===== src/rtl/alct_cfg_pkg.sv =====
// Shared definitions for the ALCT configuration blocks: mask geometry,
// the hot-channel mask safe value and the loader state encoding.
package alct_cfg_pkg;

   localparam int MASK_W = 384;
   localparam int WORD_W = 16;
   localparam int NWORDS = MASK_W / WORD_W;
   localparam int IDX_W  = 5;

   localparam logic [MASK_W-1:0] HCMASK_RESET = {MASK_W{1'b1}};

   typedef enum logic [1:0] {
      ST_IDLE,
      ST_LOAD,
      ST_WAIT_QUIET,
      ST_APPLY
   } hcm_state_t;

endpackage


===== src/rtl/quiet_window_det.sv =====
// Quiet-window and timeout counters for the hot-channel mask commit.
// Both counters are held at zero whenever the loader is not waiting.
module quiet_window_det #(
   parameter int QUIET_CYC = 8,
   parameter int TMO_CYC   = 4096
) (
   input  logic clk,
   input  logic rst_n,
   input  logic en,
   input  logic actv_feb_fg,
   input  logic trig_stop,
   output logic commit_ok,
   output logic tmo
);

   localparam int QW = $clog2(QUIET_CYC + 1);
   localparam int TW = $clog2(TMO_CYC + 1);
   localparam logic [QW-1:0] QMAX = QW'(QUIET_CYC - 1);
   localparam logic [TW-1:0] TMAX = TW'(TMO_CYC - 1);

   logic [QW-1:0] quiet_cnt;
   logic [TW-1:0] tmo_cnt;

   always_ff @(posedge clk or negedge rst_n) begin
      if (!rst_n) begin
         quiet_cnt <= '0;
         tmo_cnt   <= '0;
      end else if (!en) begin
         quiet_cnt <= '0;
         tmo_cnt   <= '0;
      end else begin
         if (actv_feb_fg)
            quiet_cnt <= '0;
         else if (quiet_cnt != QMAX)
            quiet_cnt <= quiet_cnt + QW'(1);
         if (tmo_cnt != TMAX)
            tmo_cnt <= tmo_cnt + TW'(1);
      end
   end

   assign commit_ok = en & (trig_stop | (~actv_feb_fg & (quiet_cnt == QMAX)));
   assign tmo       = en & (tmo_cnt == TMAX);

endmodule


===== src/rtl/hcmask_loader.sv =====
// Hot-channel mask loader: fills a shadow mask word by word, then swaps it
// into the live mask in a single edge once the trigger is quiet or stopped.
module hcmask_loader
   import alct_cfg_pkg::*;
#(
   parameter int QUIET_CYC = 8,
   parameter int TMO_CYC   = 4096
) (
   input  logic              clk,
   input  logic              rst_n,
   input  logic              cfg_start,
   input  logic              cfg_wr,
   input  logic [WORD_W-1:0] cfg_data,
   input  logic              cfg_abort,
   input  logic              actv_feb_fg,
   input  logic              trig_stop,
   input  logic [IDX_W-1:0]  rd_idx,
   output logic [WORD_W-1:0] rd_data,
   output logic [MASK_W-1:0] HCmask,
   output logic              cfg_busy,
   output logic              cfg_done,
   output logic              cfg_err
);

   hcm_state_t        state_q, state_d;
   logic [IDX_W-1:0]  idx_q, idx_d, wr_idx;
   logic [MASK_W-1:0] shadow;
   logic [WORD_W-1:0] rd_word;
   logic              wr_en, commit, err_d;
   logic              commit_ok, tmo;

   quiet_window_det #(
      .QUIET_CYC (QUIET_CYC),
      .TMO_CYC   (TMO_CYC)
   ) u_qwd (
      .clk         (clk),
      .rst_n       (rst_n),
      .en          (state_q == ST_WAIT_QUIET),
      .actv_feb_fg (actv_feb_fg),
      .trig_stop   (trig_stop),
      .commit_ok   (commit_ok),
      .tmo         (tmo)
   );

   always_ff @(posedge clk or negedge rst_n) begin
      if (!rst_n) state_q <= ST_IDLE;
      else        state_q <= state_d;
   end

   always_comb begin
      state_d = state_q;
      idx_d   = idx_q;
      wr_idx  = idx_q;
      wr_en   = 1'b0;
      commit  = 1'b0;
      err_d   = 1'b0;
      if (cfg_abort) begin
         state_d = ST_IDLE;
      end else begin
         case (state_q)
            ST_IDLE: begin
               if (cfg_start) begin
                  state_d = ST_LOAD;
                  idx_d   = '0;
               end else if (cfg_wr) begin
                  err_d = 1'b1;
               end
            end
            ST_LOAD: begin
               // A restart coinciding with a write lands that write on word 0
               if (cfg_start) begin
                  wr_idx = '0;
                  idx_d  = '0;
               end
               if (cfg_wr) begin
                  wr_en = 1'b1;
                  if (wr_idx == IDX_W'(NWORDS - 1))
                     state_d = ST_WAIT_QUIET;
                  else
                     idx_d = wr_idx + IDX_W'(1);
               end
            end
            ST_WAIT_QUIET: begin
               if (commit_ok) begin
                  state_d = ST_APPLY;
                  commit  = 1'b1;
               end else if (tmo) begin
                  state_d = ST_IDLE;
                  err_d   = 1'b1;
               end
               if (cfg_wr) err_d = 1'b1;
            end
            ST_APPLY: state_d = ST_IDLE;
            default:  state_d = ST_IDLE;
         endcase
      end
   end

   always_comb begin
      rd_word = '0;
      for (int k = 0; k < NWORDS; k++)
         if (rd_idx == IDX_W'(k)) rd_word = HCmask[k*WORD_W +: WORD_W];
   end

   // Live mask is loaded on the edge that leaves WAIT_QUIET, so APPLY is
   // the first cycle the trigger logic sees the complete new mask.
   always_ff @(posedge clk or negedge rst_n) begin
      if (!rst_n) begin
         idx_q   <= '0;
         shadow  <= HCMASK_RESET;
         HCmask  <= HCMASK_RESET;
         cfg_err <= 1'b0;
         rd_data <= '0;
      end else begin
         idx_q   <= idx_d;
         cfg_err <= err_d;
         rd_data <= rd_word;
         if (wr_en)  shadow[int'(wr_idx)*WORD_W +: WORD_W] <= cfg_data;
         if (commit) HCmask <= shadow;
      end
   end

   assign cfg_busy = (state_q != ST_IDLE);
   assign cfg_done = (state_q == ST_APPLY);

endmodule

===== config.mk =====
export PLATFORM = sky130hd
export DESIGN_NAME = hcmask_loader
export DESIGN_NICKNAME = d
export VERILOG_FILES = /design/src/rtl/alct_cfg_pkg.sv /design/src/rtl/quiet_window_det.sv /design/src/rtl/hcmask_loader.sv
export SDC_FILE = /design/constraint.sdc
export NUM_CORES = 1
export LEC_CHECK = 0
export ABC_AREA = 1
export BUFFER_PORTS_ARGS = -buffer_cell sky130_fd_sc_hd__clkbuf_2
export CAP_MARGIN = 20
export CORE_ASPECT_RATIO = 1.75
export CORE_MARGIN = 5
export CORE_UTILIZATION = 52
export CTS_BUF_LIST = sky130_fd_sc_hd__clkbuf_4 sky130_fd_sc_hd__clkbuf_8 sky130_fd_sc_hd__clkbuf_16
export DETAILED_ROUTE_END_ITERATION = 10
export PLACE_DENSITY = 0.72
export SLEW_MARGIN = 10
export SYNTH_ARGS = -nofsm -noshare
export SYNTH_HDL_FRONTEND = slang
export SYNTH_SLANG_ARGS = --single-unit

===== constraint.sdc =====
create_clock -name clk -period 9.5 [get_ports clk]
set_input_delay 1.9 -clock clk [delete_from_list [all_inputs] [get_ports clk]]
set_output_delay 1.9 -clock clk [all_outputs]
set_load 0.05 [all_outputs]

# [After elaboration in Yosys (flattened, before gate mapping)]
# Cells that the tools add are included.
[word_totals] regBits=809 in_bits=28 elab_cells=120
[classes] bitwise=6 add_sub_neg=4 reduce_logical=6 muxes=57 shift=2 eq_ne=37
[op_table] cell="384-bit bitwise mux" count=1
[op_table] cell="16-bit 2-to-1 mux" count=24
[op_table] cell="16-bit by 33-bit variable shift with 384-bit output (first input constant)" count=1
[op_table] cell="16-bit by 33-bit variable part select with 384-bit output" count=1
[op_table] cell="5-bit equality test (second input constant)" count=9
[op_table] cell="5-bit by 4-bit equality test with 1-bit output (second input constant)" count=8
[op_table] cell="5-bit 2-to-1 mux" count=7
[op_table] cell="9-bit negation with 33-bit output" count=1
[op_table] cell="13-bit 2-to-1 mux" count=2
[op_table] cell="5-bit by 3-bit equality test with 1-bit output (second input constant)" count=4
[op_table] cell="13-bit by 1-bit adder with 13-bit output (second input constant)" count=1
[op_table] cell="13-bit by 12-bit equality test with 1-bit output (second input constant)" count=1
[op_table] cell="13-bit by 12-bit != test with 1-bit output (second input constant)" count=1
[op_table] cell="2-bit 2-to-1 mux" count=6
[op_table] cell="4-bit 2-to-1 mux" count=3
[op_table] cell="3-bit != test (second input constant)" count=4
[op_table] cell="1-bit 2-to-1 mux" count=11
[op_table] cell="5-bit by 2-bit equality test with 1-bit output (second input constant)" count=2
[op_table] cell="5-bit case mux with 2 select lines" count=1
[op_table] cell="2-bit case mux with 4 select lines" count=1
[op_table] cell="5-bit by 1-bit adder with 5-bit output (second input constant)" count=1
[op_table] cell="5-bit by 1-bit equality test with 1-bit output (second input constant)" count=1
[op_table] cell="5-bit logical NOT" count=1
[op_table] cell="4-bit by 1-bit adder with 4-bit output (second input constant)" count=1
[op_table] cell="14 further kinds" count=19

# [Logic depth before layout (Yosys ltp)]
[depth] ltp_word=25 ltp_mapped=22 ltp_nobuf=19

# [By module]
# Synthesis repeated with hierarchy kept, for this count alone.
[unflattened] cells_unflattened=4149 area_unflattened_um2=35920.7
[modules_own_cells] mod="hcmask_loader" seq_area_each_um2=20779.9 area_each_um2=34936.0 cells_each=4022 n_inst=1
[modules_own_cells] mod="quiet_window_det" seq_area_each_um2=425.4 area_each_um2=984.7 cells_each=127 n_inst=1

# [Worst setup path after synthesis]
# Ideal clock, no wire load.
[synth_path] path_type="input port to flip-flop" from="input port cfg_abort" to="register shadow[136]" setup_ns=0.077 path_slack_ns=4.447 path_stages=19 t_arrival_ns=4.976 required_ns=9.423 path_cell_list="nor2_4 > nand2_2 > nor2_4 > nor2_1 > inv_1 > buf_2 > buf_1 > ha_1 > nand2_1 > inv_2 > ha_1 > clkinv_1 > nor2_1 > nand2_1 > inv_1 > buf_2 > buf_1 > a21oi_1 > a31oi_1"
[synth_via] elab_chain_cells=4 word_cells_on_any_way=6 classes_between="add/sub (1); shift (2); mux (3)"
[synth_lines] element="start: declaration" line="hcmask_loader.sv:14" source="input logic cfg_abort,"
[synth_lines] element="5-bit 2-to-1 mux" line="hcmask_loader.sv:57" source="if (cfg_abort) begin"
[synth_lines] element="9-bit negation with 33-bit output" line="hcmask_loader.sv:118" source="if (wr_en) shadow[int'(wr_idx)*WORD_W +: WORD_W] <= cfg_data;"
[synth_lines] element="16-bit by 33-bit variable part select with 384-bit output / 16-bit by 33-bit variable shift with 384-bit output (equally long branches)" line="hcmask_loader.sv:118"
[synth_lines] element="384-bit bitwise mux" line="hcmask_loader.sv:118"
[synth_lines] element="end signal: indexed assignment" line="hcmask_loader.sv:118"
[synth_lines] element="end: declaration" line="hcmask_loader.sv:27" source="logic [MASK_W-1:0] shadow;"
# Parallel ways exist; a longest one is shown, timed or not.
# A chain may end at the register's enable or synchronous reset.

# [Final worst setup path]
[layout_path] from="input port cfg_abort" to="register shadow[255]"
# Same word-level chain as after synthesis.

==> results by group <==
Layout
  • Register area: between 20000 and 25000 um2
  • Area of the multi-input gates: ~13000 um2
  • Share of post-route cells with drive strength above 1: 0.452
  • Filler cells: 5955
  • Nets: 3903
  • Area growth syn-to-layout: 16.2%

Route
  • DRT Pass-1 Iters: 6
  • DRC: 0
  • Antenna viol nets, final: 0
  • WL per Instance: ~30 um
  • First-iteration detailed-routing DRC count: about 3.3k
  • DR vias: roughly 29k
  • Via density: 5.98
  • Routed Wire Length: roughly 150 mm

Status
  • Status: finished, final reports clean

Synth
  • Cells after Synth: 3508
  • Yosys warning count: 0
  • Top-area cell type share of the netlist area: 0.566
  • Cell accounting for the most synthesized area: dfstp_2
  • Main synth FF type: dfstp_2
  • Count leader, synth: nand2_1
  • Commonest cells in the netlist: 813 x nand2_1, 768 x dfstp_2, 307 x mux2_2
  • Largest cells by area after synthesis: dfstp_2 57%, mux2_2 9.7%, nand2_1 8.6%
  • Seq/Total Area, Yosys: 0.595
  • Syn Area/Cell: around 10 um2
  • Synth unique cells: 42
  • FF+latch count, synth: 809
  • Netlist Area Pre-Place: roughly 36000 um2
  • Ys async rst share: 1.00
  • Number of synthesized flops with an enable pin: 0
  • Post-synthesis net count: around 3.5k

STA
  • Minimum clock period: a little under 7000 ps
  • Setup TNS: 0 ps
  • Period utilization: 0.716
  • Final hold slack: between 400 and 500 ps
  • Final setup viols: 0
  • Worst-Margin Slew: 1220 ps
  • RSZ-0062 raised after global routing: no
  • Hold Vio Cnt, Final: 0
  • Clk_skew: between 15 and 20 ps
  • Setup slack after layout: 2700 ps
  • Max-slew headroom: 0.180
  • Fmax: roughly 150 MHz
  • Max-slew violations: 0

Setup path
  • Startpoint Class: input pin
  • Worst setup path class: in2reg
  • Crit. End Element: register
  • Crit path max fanout: 32
  • Worst EP required: ~10000 ps
  • Crit path DAT: 7340 ps

Global routing
  • Gr ovfl total: 0
  • M1 GR Usage: 0.448
  • First-pass GRT wire length: approximately 200 mm
  • Initial antenna violation count: 7
  • Largest net degree at the start of global routing: roughly 190
  • Vias in the first global route: 28.1k
  • Grt met2 use: 0.598
  • Total track usage: 0.384
  • Grt met3 use: 0.0961
  • GRT busiest layer: met2

Die
  • Die ar.: 74100 um2
  • Row count: around 130
  • Starting Density: 0.522
  • Core area: 68300 um2
  • IO Pins: around 430
  • Die X: 208 um
  • Die extent in y: 356 um

Clock network
  • CTS Buffer Depth: 3
  • Later-pin clock latency in the skew report: around 650 ps
  • Clk slew on worst S/H paths: roughly 70 ps
  • Clock net sink count: slightly above 800
  • # Post-CTS Setup Buffers: 0
  • Root Buffer Master: clkbuf_16
  • H-Tree Depth: 3
  • CTS resizes: 0
  • Hold Buf Count CTS: 0
  • Total CTS buffers: 75
  • CTS tree: built

Power
  • Combinational power share: 0.249
  • P per Cell Area: between 200 and 250 nW/um2
  • Cell internal pwr: 6150 uW
  • NetSw: about 3700 uW
  • Clock Power Share: 0.332
  • Power share of the sequential group: 0.420
  • P_leak: 0.0181 uW
  • Power Total: approximately 10000 uW
  • Switching share of total power: 0.376
  • Worst VDD drop: 0.000277 V

Placement
  • I/O Buffers: 430
  • DP Wirelength: ~110 mm
  • Pre-CTS WS: about 2100 ps
  • GPL Wtd Cong: 1.05

Hold path
  • Hold WC Path Type: reg2reg

Flow run
  • Max_cap viols: 0
layout by cell type (no fill, tap or decap), drive strengths merged, types with 3 or more instances in the layout:
cell	count
nand2	818
dfstp	768
clkbuf	541
mux2	307
inv	288
nor2	254
o21ai	249
nand3	96
nand4	95
a21oi	94
o31ai	88
o41ai	64
buf	52
nor3	48
or2	43
dfrtp	41
a31oi	20
clkinv	17
nor4	16
diode	12
bufinv	6
xor2	5
ha	5
clkinvlp	4
o22ai	3
power groups by stage:
stage                     Combinational, uW  Clock, uW  Sequential (uW)
final                                  2450       3270             4140
after global routing                   2530       3430             4150
after CTS                              2410       3290             4120
after detailed placement               2410          0             4170
after global placement                 2390          0             4170
after floorplan                         789          0             4770
metrics by stage:
stage                     utilization  instances  area (um2)
after global placement          0.564       4685       38500
after CTS                       0.604       4824       41200
final                           0.606       4845       41400
after global routing            0.606       4833       41400
after floorplan                     -       3508       35600
after detailed placement        0.565       4687       38600
final cells by class:
type | count | share of cell area
clock inverter | 26 | 0.00783
timing repair buffer | 482 | 0.0648
inverter | 289 | 0.0263
sequential | 809 | 0.512
multi-input combinational | 2213 | 0.304
antenna | 12 | 0.000725
clock buffer | 111 | 0.0566
tap | 903 | 0.0273
metal layers:
metal | part of all wire | vias to the layer above
met3 | 0.094 | 442
met2 | 0.46 | 1715
met4 | 0.11 | 4
met1 | 0.34 | 14400
li1 | - | 12400
met5 | 0.00021 | -
worst paths after layout:
path	end	cells past startpoint	startpoint	slack (ps)
min in group asynchronous	idx_q[3]	1	rst_n	1340
max in group asynchronous	shadow[250]	3	rst_n	6190
min reg2reg	shadow[148]	2	shadow[148]	470
max reg2reg	shadow[255]	16	state_q[1]	3620
min	shadow[148]	2	shadow[148]	470
max	shadow[255]	17	cfg_abort	2700
flip-flops by register name, indices dropped and copies added (netlist names):
name,cells
idx_q,5
u_qwd.quiet_cnt,4
shadow,384
cfg_err,1
u_qwd.tmo_cnt,13
HCmask,384
state_q,2
rd_data,16
worst max-delay path, stage by stage:
cell	delay (ps)
clkbuf_2	150
nor2_4	80
nand2_2	110
nor2_4	50
nor2_1	790
inv_1	160
ha_1	270
nand2_1	90
inv_2	60
ha_1	280
buf_4	300
clkinv_1	330
nor2_8	410
inv_2	230
nor2_2	650
nand3_1	920
o31ai_1	520
cell families (layout without fill, tap and decap cells):
| logic type | Yosys count | after routing | share of synthesized area |
|---|---|---|---|
| buf+inv | 486 | 908 | 0.0521 |
| simple gates | 1372 | 1372 | 0.164 |
| fa+ha+maj | 5 | 5 | 0.00176 |
| compound gates | 524 | 524 | 0.0886 |
| other cells | 0 | 12 | 0 |
| mux | 307 | 307 | 0.0970 |
| flops | 809 | 809 | 0.595 |
| xor+xnor | 5 | 5 | 0.00123 |
Power figures use the tool's default switching activity.
